`src/rtl/aes_pkg.sv`:
```
// aes_pkg: shared constants, byte index type and buffer state encoding for the AES output stage
package aes_pkg;
  localparam int BYTES_PER_BLOCK = 16;
  typedef logic [3:0] byte_idx_t;
  typedef enum logic [1:0] {EMPTY, STREAM, FULL} ser_state_t;
  localparam byte_idx_t LAST_BYTE = byte_idx_t'(BYTES_PER_BLOCK - 1);
endpackage

```
`src/rtl/aes_blk_fifo.sv`:
```
// aes_blk_fifo: DEPTH x DATA_LEN circular block buffer with pointers, occupancy and registered state
module aes_blk_fifo
  import aes_pkg::*;
#(
  parameter int DATA_LEN = 128,
  parameter int DEPTH    = 2
) (
  input  logic                clk,
  input  logic                reset,
  input  logic                i_push,
  input  logic                i_pop,
  input  logic [DATA_LEN-1:0] i_data,
  output logic [DATA_LEN-1:0] o_head,
  output ser_state_t          o_state
);
  localparam int AW = $clog2(DEPTH);
  localparam logic [AW:0] CNT_FULL = (AW+1)'(DEPTH);
  logic [DATA_LEN-1:0] r_mem [DEPTH];
  logic [AW-1:0] r_wr_ptr, r_rd_ptr;
  logic [AW:0] r_count, w_count_nxt;
  ser_state_t r_state;
  logic w_wr;
  // a final-byte pop frees the head slot in time for a push into a full buffer
  assign w_wr = i_push && (r_state != FULL || i_pop);
  assign w_count_nxt = r_count + {{AW{1'b0}}, w_wr} - {{AW{1'b0}}, i_pop};
  assign o_head = r_mem[r_rd_ptr];
  assign o_state = r_state;
  always_ff @(posedge clk)
    if (w_wr) r_mem[r_wr_ptr] <= i_data;
  always_ff @(posedge clk or negedge reset)
    if (!reset) begin
      r_wr_ptr <= '0;
      r_rd_ptr <= '0;
      r_count  <= '0;
      r_state  <= EMPTY;
    end else begin
      r_wr_ptr <= r_wr_ptr + AW'(w_wr);
      r_rd_ptr <= r_rd_ptr + AW'(i_pop);
      r_count  <= w_count_nxt;
      r_state  <= w_count_nxt == '0 ? EMPTY : w_count_nxt == CNT_FULL ? FULL : STREAM;
    end
endmodule

```
`src/rtl/aes_ct_serializer.sv`:
```
// aes_ct_serializer: buffers AES cipher blocks and streams them MSB byte first; AES_SER_LAST_EN adds byte_last
module aes_ct_serializer
  import aes_pkg::*;
#(
  parameter int DATA_LEN = 128,
  parameter int DEPTH    = 2
) (
  input  logic                clk,
  input  logic                reset,
  input  logic                ct_valid_in,
  input  logic [DATA_LEN-1:0] ct_in,
  output logic                byte_valid,
  output logic [7:0]          byte_data,
  input  logic                byte_ready,
`ifdef AES_SER_LAST_EN
  output logic                byte_last,
`endif
  output logic                buf_full,
  output logic                overflow,
  input  logic                ovf_clr
);
  byte_idx_t r_byte_idx;
  logic [DATA_LEN-1:0] w_head, w_sh;
  ser_state_t w_state;
  logic w_hs, w_pop, w_drop, r_ovf;
  aes_blk_fifo #(.DATA_LEN(DATA_LEN), .DEPTH(DEPTH)) u_fifo (
    .clk    (clk),
    .reset  (reset),
    .i_push (ct_valid_in),
    .i_pop  (w_pop),
    .i_data (ct_in),
    .o_head (w_head),
    .o_state(w_state)
  );
  assign byte_valid = w_state != EMPTY;
  assign w_hs = byte_valid && byte_ready;
  assign w_pop = w_hs && r_byte_idx == LAST_BYTE;
  assign w_drop = ct_valid_in && w_state == FULL && !w_pop;
  // output is gated so stale buffer contents never show while idle
  assign w_sh = w_head << {r_byte_idx, 3'b000};
  assign byte_data = byte_valid ? w_sh[DATA_LEN-1 -: 8] : 8'h00;
  assign buf_full = w_state == FULL;
  assign overflow = r_ovf;
`ifdef AES_SER_LAST_EN
  assign byte_last = byte_valid && r_byte_idx == LAST_BYTE;
`endif
  always_ff @(posedge clk or negedge reset)
    if (!reset) begin
      r_byte_idx <= '0;
      r_ovf      <= 1'b0;
    end else begin
      r_byte_idx <= w_hs ? (w_pop ? '0 : r_byte_idx + 1'b1) : r_byte_idx;
      r_ovf      <= w_drop || (r_ovf && !ovf_clr);
    end
endmodule

```
`config.mk`:
```
export PLATFORM = sky130hd
export DESIGN_NAME = aes_ct_serializer
export DESIGN_NICKNAME = d
export VERILOG_FILES = /design/src/rtl/aes_pkg.sv /design/src/rtl/aes_blk_fifo.sv /design/src/rtl/aes_ct_serializer.sv
export SDC_FILE = /design/constraint.sdc
export NUM_CORES = 1
export LEC_CHECK = 0
export CAP_MARGIN = 10
export CORE_MARGIN = 3
export CORE_UTILIZATION = 50
export DETAILED_ROUTE_END_ITERATION = 6
export GPL_TIMING_DRIVEN = 0
export PLACE_DENSITY = 0.84
export SETUP_SLACK_MARGIN = 0.3
export SYNTH_ARGS = -nofsm -noshare
export SYNTH_HDL_FRONTEND = slang
export SYNTH_SLANG_ARGS = --single-unit
```
`constraint.sdc`:
```
create_clock -name clk -period 6.4 [get_ports clk]
set_clock_uncertainty 0.1 [all_clocks]
set_input_delay 1.28 -clock clk [delete_from_list [all_inputs] [get_ports clk]]
set_output_delay 1.28 -clock clk [all_outputs]
set_load 0.005 [all_outputs]
```
# == Yosys cells after proc, flatten, opt, wreduce, memory -nomap -nowiden ==
# Memories as Yosys holds them, arrays and structs flattened.
# Cells that the tools add are included.
# totals
regBits,11
mem_bits_rw,256
in_bits,133
output_inout_bits,11
wordCells,35
memories,1
# mem_list
memory,words,word_bits,rd,rd_ports_with_merged_regs,write_ports,line,source
u_fifo.r_mem,2,128,1,0,1,aes_blk_fifo.sv:18,logic [DATA_LEN-1:0] r_mem [DEPTH];
# classes
addsub,5
n_eq_ne,4
shifts,1
n_mux,6
n_reduce_logical,12
# op_table
cell,count
$shl A128 B7 Y128,1
$mux W8,1
$logic_and A1 B1 Y1,6
$add A4 B1 Y4 const B,1
$eq A2 B2 Y1 const B,2
$eq A4 B4 Y1 const B,1
$mux W2,2
$mux W4,1
$add A1 B1 Y1,2
$add A2 B1 Y2,1
$logic_not A1 Y1,2
$logic_not A2 Y1,1
$logic_or A1 B1 Y1,2
$mux W1,2
$ne A2 B2 Y1 const B,1
$reduce_bool A2 Y1,1
$sub A2 B1 Y2,1

# == Logic depth before layout (Yosys ltp) ==
# logic_depth
ltp_word,10
ltp_mapped,9
depth_no_buf,9

# == By module ==
# From an unflattened synthesis, not the netlist that was laid out.
# hier_totals
hier_cells,560
area_unflattened_um2,10903.0
# by_module_without_submodules
module,n_inst,cells_each,area_each_um2,seq_area_each_um2
aes_blk_fifo,1,418,9521.6,7812.5
aes_ct_serializer,1,142,1381.3,125.1

# == Worst setup path after synthesis ==
# Ideal clock, no wire load.
# synth_timing
kind,input-to-reg
start,input byte_ready
end,memory u_fifo.r_mem[1][0] (enable)
setup_time_ns,0.503
arrival_ns,5.086
required_time_ns,5.797
slack_ns,0.711
cell_stages,4
path_buffers,0
path_cell_list,o21a_1 nand4_1 a21boi_0 ha_1
# synth_between
elab_chain_cells,6
# synth_lines
item,line,source
from (decl),aes_ct_serializer.sv:14,"input logic byte_ready,"
$logic_and A1 B1 Y1,aes_ct_serializer.sv:36,assign w_hs = byte_valid && byte_ready;
$logic_and A1 B1 Y1,aes_ct_serializer.sv:37,assign w_pop = w_hs && r_byte_idx == LAST_BYTE;
$logic_or A1 B1 Y1,aes_blk_fifo.sv:24,assign w_wr = i_push && (r_state != FULL || i_pop);
$logic_and A1 B1 Y1,aes_blk_fifo.sv:24,
$mux W1,aes_blk_fifo.sv:29,if (w_wr) r_mem[r_wr_ptr] <= i_data;
$mux W1 (not written as such),aes_blk_fifo.sv:29,
to (decl),aes_blk_fifo.sv:18,
# No other way between the ends.

# == Worst setup path after layout ==
# layout_timing
start,register r_byte_idx[0]
end,output byte_data[4]
# layout_between
elab_chain_cells,2
# layout_lines
item,line,source
from (decl),aes_ct_serializer.sv:22,byte_idx_t r_byte_idx;
from (signal assigned),aes_ct_serializer.sv:52,r_byte_idx <= w_hs ? (w_pop ? '0 : r_byte_idx + 1'b1) : r_byte_idx;
$shl A128 B7 Y128,aes_ct_serializer.sv:40,"assign w_sh = w_head << {r_byte_idx, 3'b000};"
$mux W8,aes_ct_serializer.sv:41,assign byte_data = byte_valid ? w_sh[DATA_LEN-1 -: 8] : 8'h00;
to (decl),aes_ct_serializer.sv:13,"output logic [7:0] byte_data,"
# No other way between the ends.

==> flow_summary.yaml <==
run_status:
  status: "completed"
timing:
  tightest_slew_ps: 905
  slew_headroom_pct: 39.7
  timing.fmax_mhz: 226
  rsz0062_at_grt: "false"
  fin_ws_ps: 1970
  period_share_pct: 69.2
  finalSetupViolCount: 0
  timing.hold.ws_ps: 455
  finalCriticalPeriod_ps: 4430
  finalHoldViolations: 0
  fin_setup_tns_ps: 0
  slew_viol_final: 0
power:
  power_density_mw_per_mm2: 449
  irDropWorstVdd_mv: 0.230
  p_sw_share_pct: 29.2
  total_power_w: 0.00589
  sequentialPowerShare_pct: 41.9
  p_int_w: 0.00417
  p_switching_w: 0.00172
  p_leak_nw: 4.51
  p_comb_share_pct: 33.1
  clockPowerShare_pct: 25.0
worst_setup_path:
  worstSetupPathType: "reg -> out"
  path_buf_inv: 4
  worstPathMaxFanout: 10
  critPathArrivalTime_ps: 3050
  cp.required_ps: 5020
  crit_top_cell: "buf_6"
  worst_setup_path_end_kind: "primary output"
  path_delay_family: "buffers and inverters"
  cp-start-kind: "flip-flop"
  max_stage_delay_ps: 580
  path_cells: "buf_6 > buf_12 > buf_6 > nor2_1 > a221oi_1 > o21ai_0 > a31oi_1 > clkdlybuf4s50_1"
  cp_slowest_cell: "nor2_1"
grt:
  grt_max_degree: 69
  gr-usage-met2_pct: 32.6
  grt_first_pass_wirelength_um: 32800
  grt_busiest_layer: "met2"
  met1_usage_pct: 27.0
  antenna_found_initial: 0
  grt.overflow.total: 0
  first_global_vias: 5707
  grtUsageMet3_pct: 4.21
  grtUsageTotal_pct: 19.6
route:
  drtPass1Iterations: 6
  avgViaCountPerCell: 5.70
  routed_wl_um: 22100
  drt_iter0_markers: 395
  drt-wirelength-per-cell_um: 23.9
  vias: 5274
  drc_errors: 0
  postRouteAntennaNets: 0
placement:
  io_buffers: 143
  gp_congestion: 0.760
  hpwl_um: 15100
  dp_slack_ps: 1650
logic_synthesis:
  netlist_area_mm2: 0.0104
  synthTopCellsByCount: "edfxtp_1, mux2i_1, mux4_2, mux4_1, dfrtp_1"
  yosysSeqAreaShare_pct: 76.0
  yosys-top-cells-area: "edfxtp_1, mux4_1, mux4_2, mux2i_1, dfrtp_1"
  syn_nets: 600
  synthFlopType: "edfxtp_1"
  ys_types: 32
  synth-edff-count: 256
  avgSynthCellArea_um2: 22.6
  async_reset_ff_share_pct: 3.76
  syn_inst: 462
  yosys.area.top_type: "edfxtp_1"
  synthMostInstantiatedCell: "edfxtp_1"
  synth_top_area_share_pct: 73.6
  ys_ff_latch: 266
  ys_warn_count: 0
die:
  start_util_pct: 51.3
  core_mm2: 0.0204
  die_x_um: 150
  pin_count: 144
  rows: 52
  die_h_um: 150
  die_area_mm2: 0.0226
finish:
  num_antenna_cells: 0
  syn_to_final_growth_pct: 25.7
  drive_gt1_share_pct: 14.0
  nets: 773
clock_network:
  clockBufferDepth: 3
  cts_root_buf: "clkbuf_16"
  cts_setup_buffers: 0
  ctsHoldBuffers: 0
  clock_latency_ps: 520
  clk_pin_slew_ps: 60
  cts_buffers: 26
  ctsResizeCount: 0
  numClockSinks: 266
  cts_tree: "done"
  h-tree-depth: 1
run:
  cap_violations: 0
hold_path:
  hold_path.class: "reg -> reg"
-- through the flow --
stage,utilization (%),instances,instance area [um2]
after floorplan,-,462,10400
after global placement,59.9,875,12200
after detailed placement,60.3,877,12300
after CTS,64.4,925,13100
after global routing,64.4,925,13100
final,64.4,925,13100
-- flip-flops by register name (all words and copies together) (netlist names) --
register,cells
u_fifo.r_rd_ptr,1
u_fifo.r_mem,256
u_fifo.r_count,2
u_fifo.r_wr_ptr,1
u_fifo.o_state,1
overflow,1
r_byte_idx,4
-- path summary, 6_finish.rpt --
| check | startpoint | to | slack (ps) | cells after the start |
|---|---|---|---|---|
| max | r_byte_idx[0] | byte_data[4] | 1970 | 8 |
| min | overflow | overflow | 450 | 2 |
| max reg2reg | u_fifo.r_count[0] | u_fifo.r_mem[1][47] | 3020 | 5 |
| min reg2reg | overflow | overflow | 450 | 2 |
| min in group asynchronous | reset | r_byte_idx[1] | 1000 | 1 |
| max in group asynchronous | reset | r_byte_idx[0] | 4850 | 1 |
-- power by group through the flow --
| stage | sequential [W] | combinational, W | clock [W] |
|---|---|---|---|
| final | 0.00247 | 0.00195 | 0.00148 |
| after global routing | 0.00250 | 0.00209 | 0.00157 |
| after CTS | 0.00247 | 0.00198 | 0.00150 |
| after detailed placement | 0.00250 | 0.00197 | 0 |
| after global placement | 0.00255 | 0.00189 | 0 |
| after floorplan | 0.00251 | 0.00125 | 0 |
-- layout by cell type, fill, tap and decap left out, types with 3 or more instances in the layout --
| master | instances |
|---|---|
| a221o_1 | 8 |
| a221oi_1 | 6 |
| a22oi_1 | 8 |
| a31oi_1 | 8 |
| buf_12 | 5 |
| buf_2 | 3 |
| buf_4 | 6 |
| buf_6 | 6 |
| clkbuf_1 | 6 |
| clkbuf_16 | 27 |
| clkdlybuf4s50_1 | 143 |
| clkinv_1 | 7 |
| clkinv_2 | 5 |
| dfrtp_1 | 10 |
| edfxtp_1 | 256 |
| ha_1 | 3 |
| inv_1 | 7 |
| mux2i_1 | 33 |
| mux4_1 | 27 |
| mux4_2 | 29 |
| nand2_1 | 7 |
| nor2_1 | 5 |
| nor2b_1 | 5 |
| o21ai_0 | 9 |
| xnor2_1 | 4 |
-- area by class of cell --
| class | count | area [um2] |
|---|---|---|
| repair buffers | 145 | 1490 |
| clock inverters | 14 | 111 |
| clock buffers | 34 | 722 |
| fillers | 1343 | 7240 |
| multi-input cells | 164 | 2250 |
| well taps | 270 | 338 |
| flip-flops and latches | 266 | 7940 |
| inverters | 8 | 30.0 |
| plain buffers | 24 | 244 |
-- kinds of logic (layout without fill, tap and decap cells) --
kind of cell             after synthesis  in the layout  synth area share (%)
XOR/XNOR                               4              4                 0.336
flip-flops                           266            266                  76.0
adder cells (fa/ha/maj)                5              5                 0.599
multiplexers                          90             90                  16.3
AO/OA/AOI/OAI                         44             44                  3.12
buffers and inverters                 32            225                  2.62
AND/OR/NAND/NOR                       21             21                 0.959
-- worst register-to-register path, stage by stage, from the launching register on --
cell and delay (ps):
dfrtp_1 380, o21a_1 270, nand4_1 290, a21boi_0 700, ha_4 840, buf_16 400
-- layer usage --
| metal | share of wire, % | vias to the layer above | routed length (um) |
|---|---|---|---|
| met1 | 39 | 2680 | 8700 |
| met4 | 1.9 | 0 | 423 |
| met3 | 8.3 | 29 | 1830 |
| li1 | - | 2335 | - |
| met5 | 0 | - | 0 |
| met2 | 50 | 230 | 11100 |
Note: power is estimated with default switching activity, not from simulation.
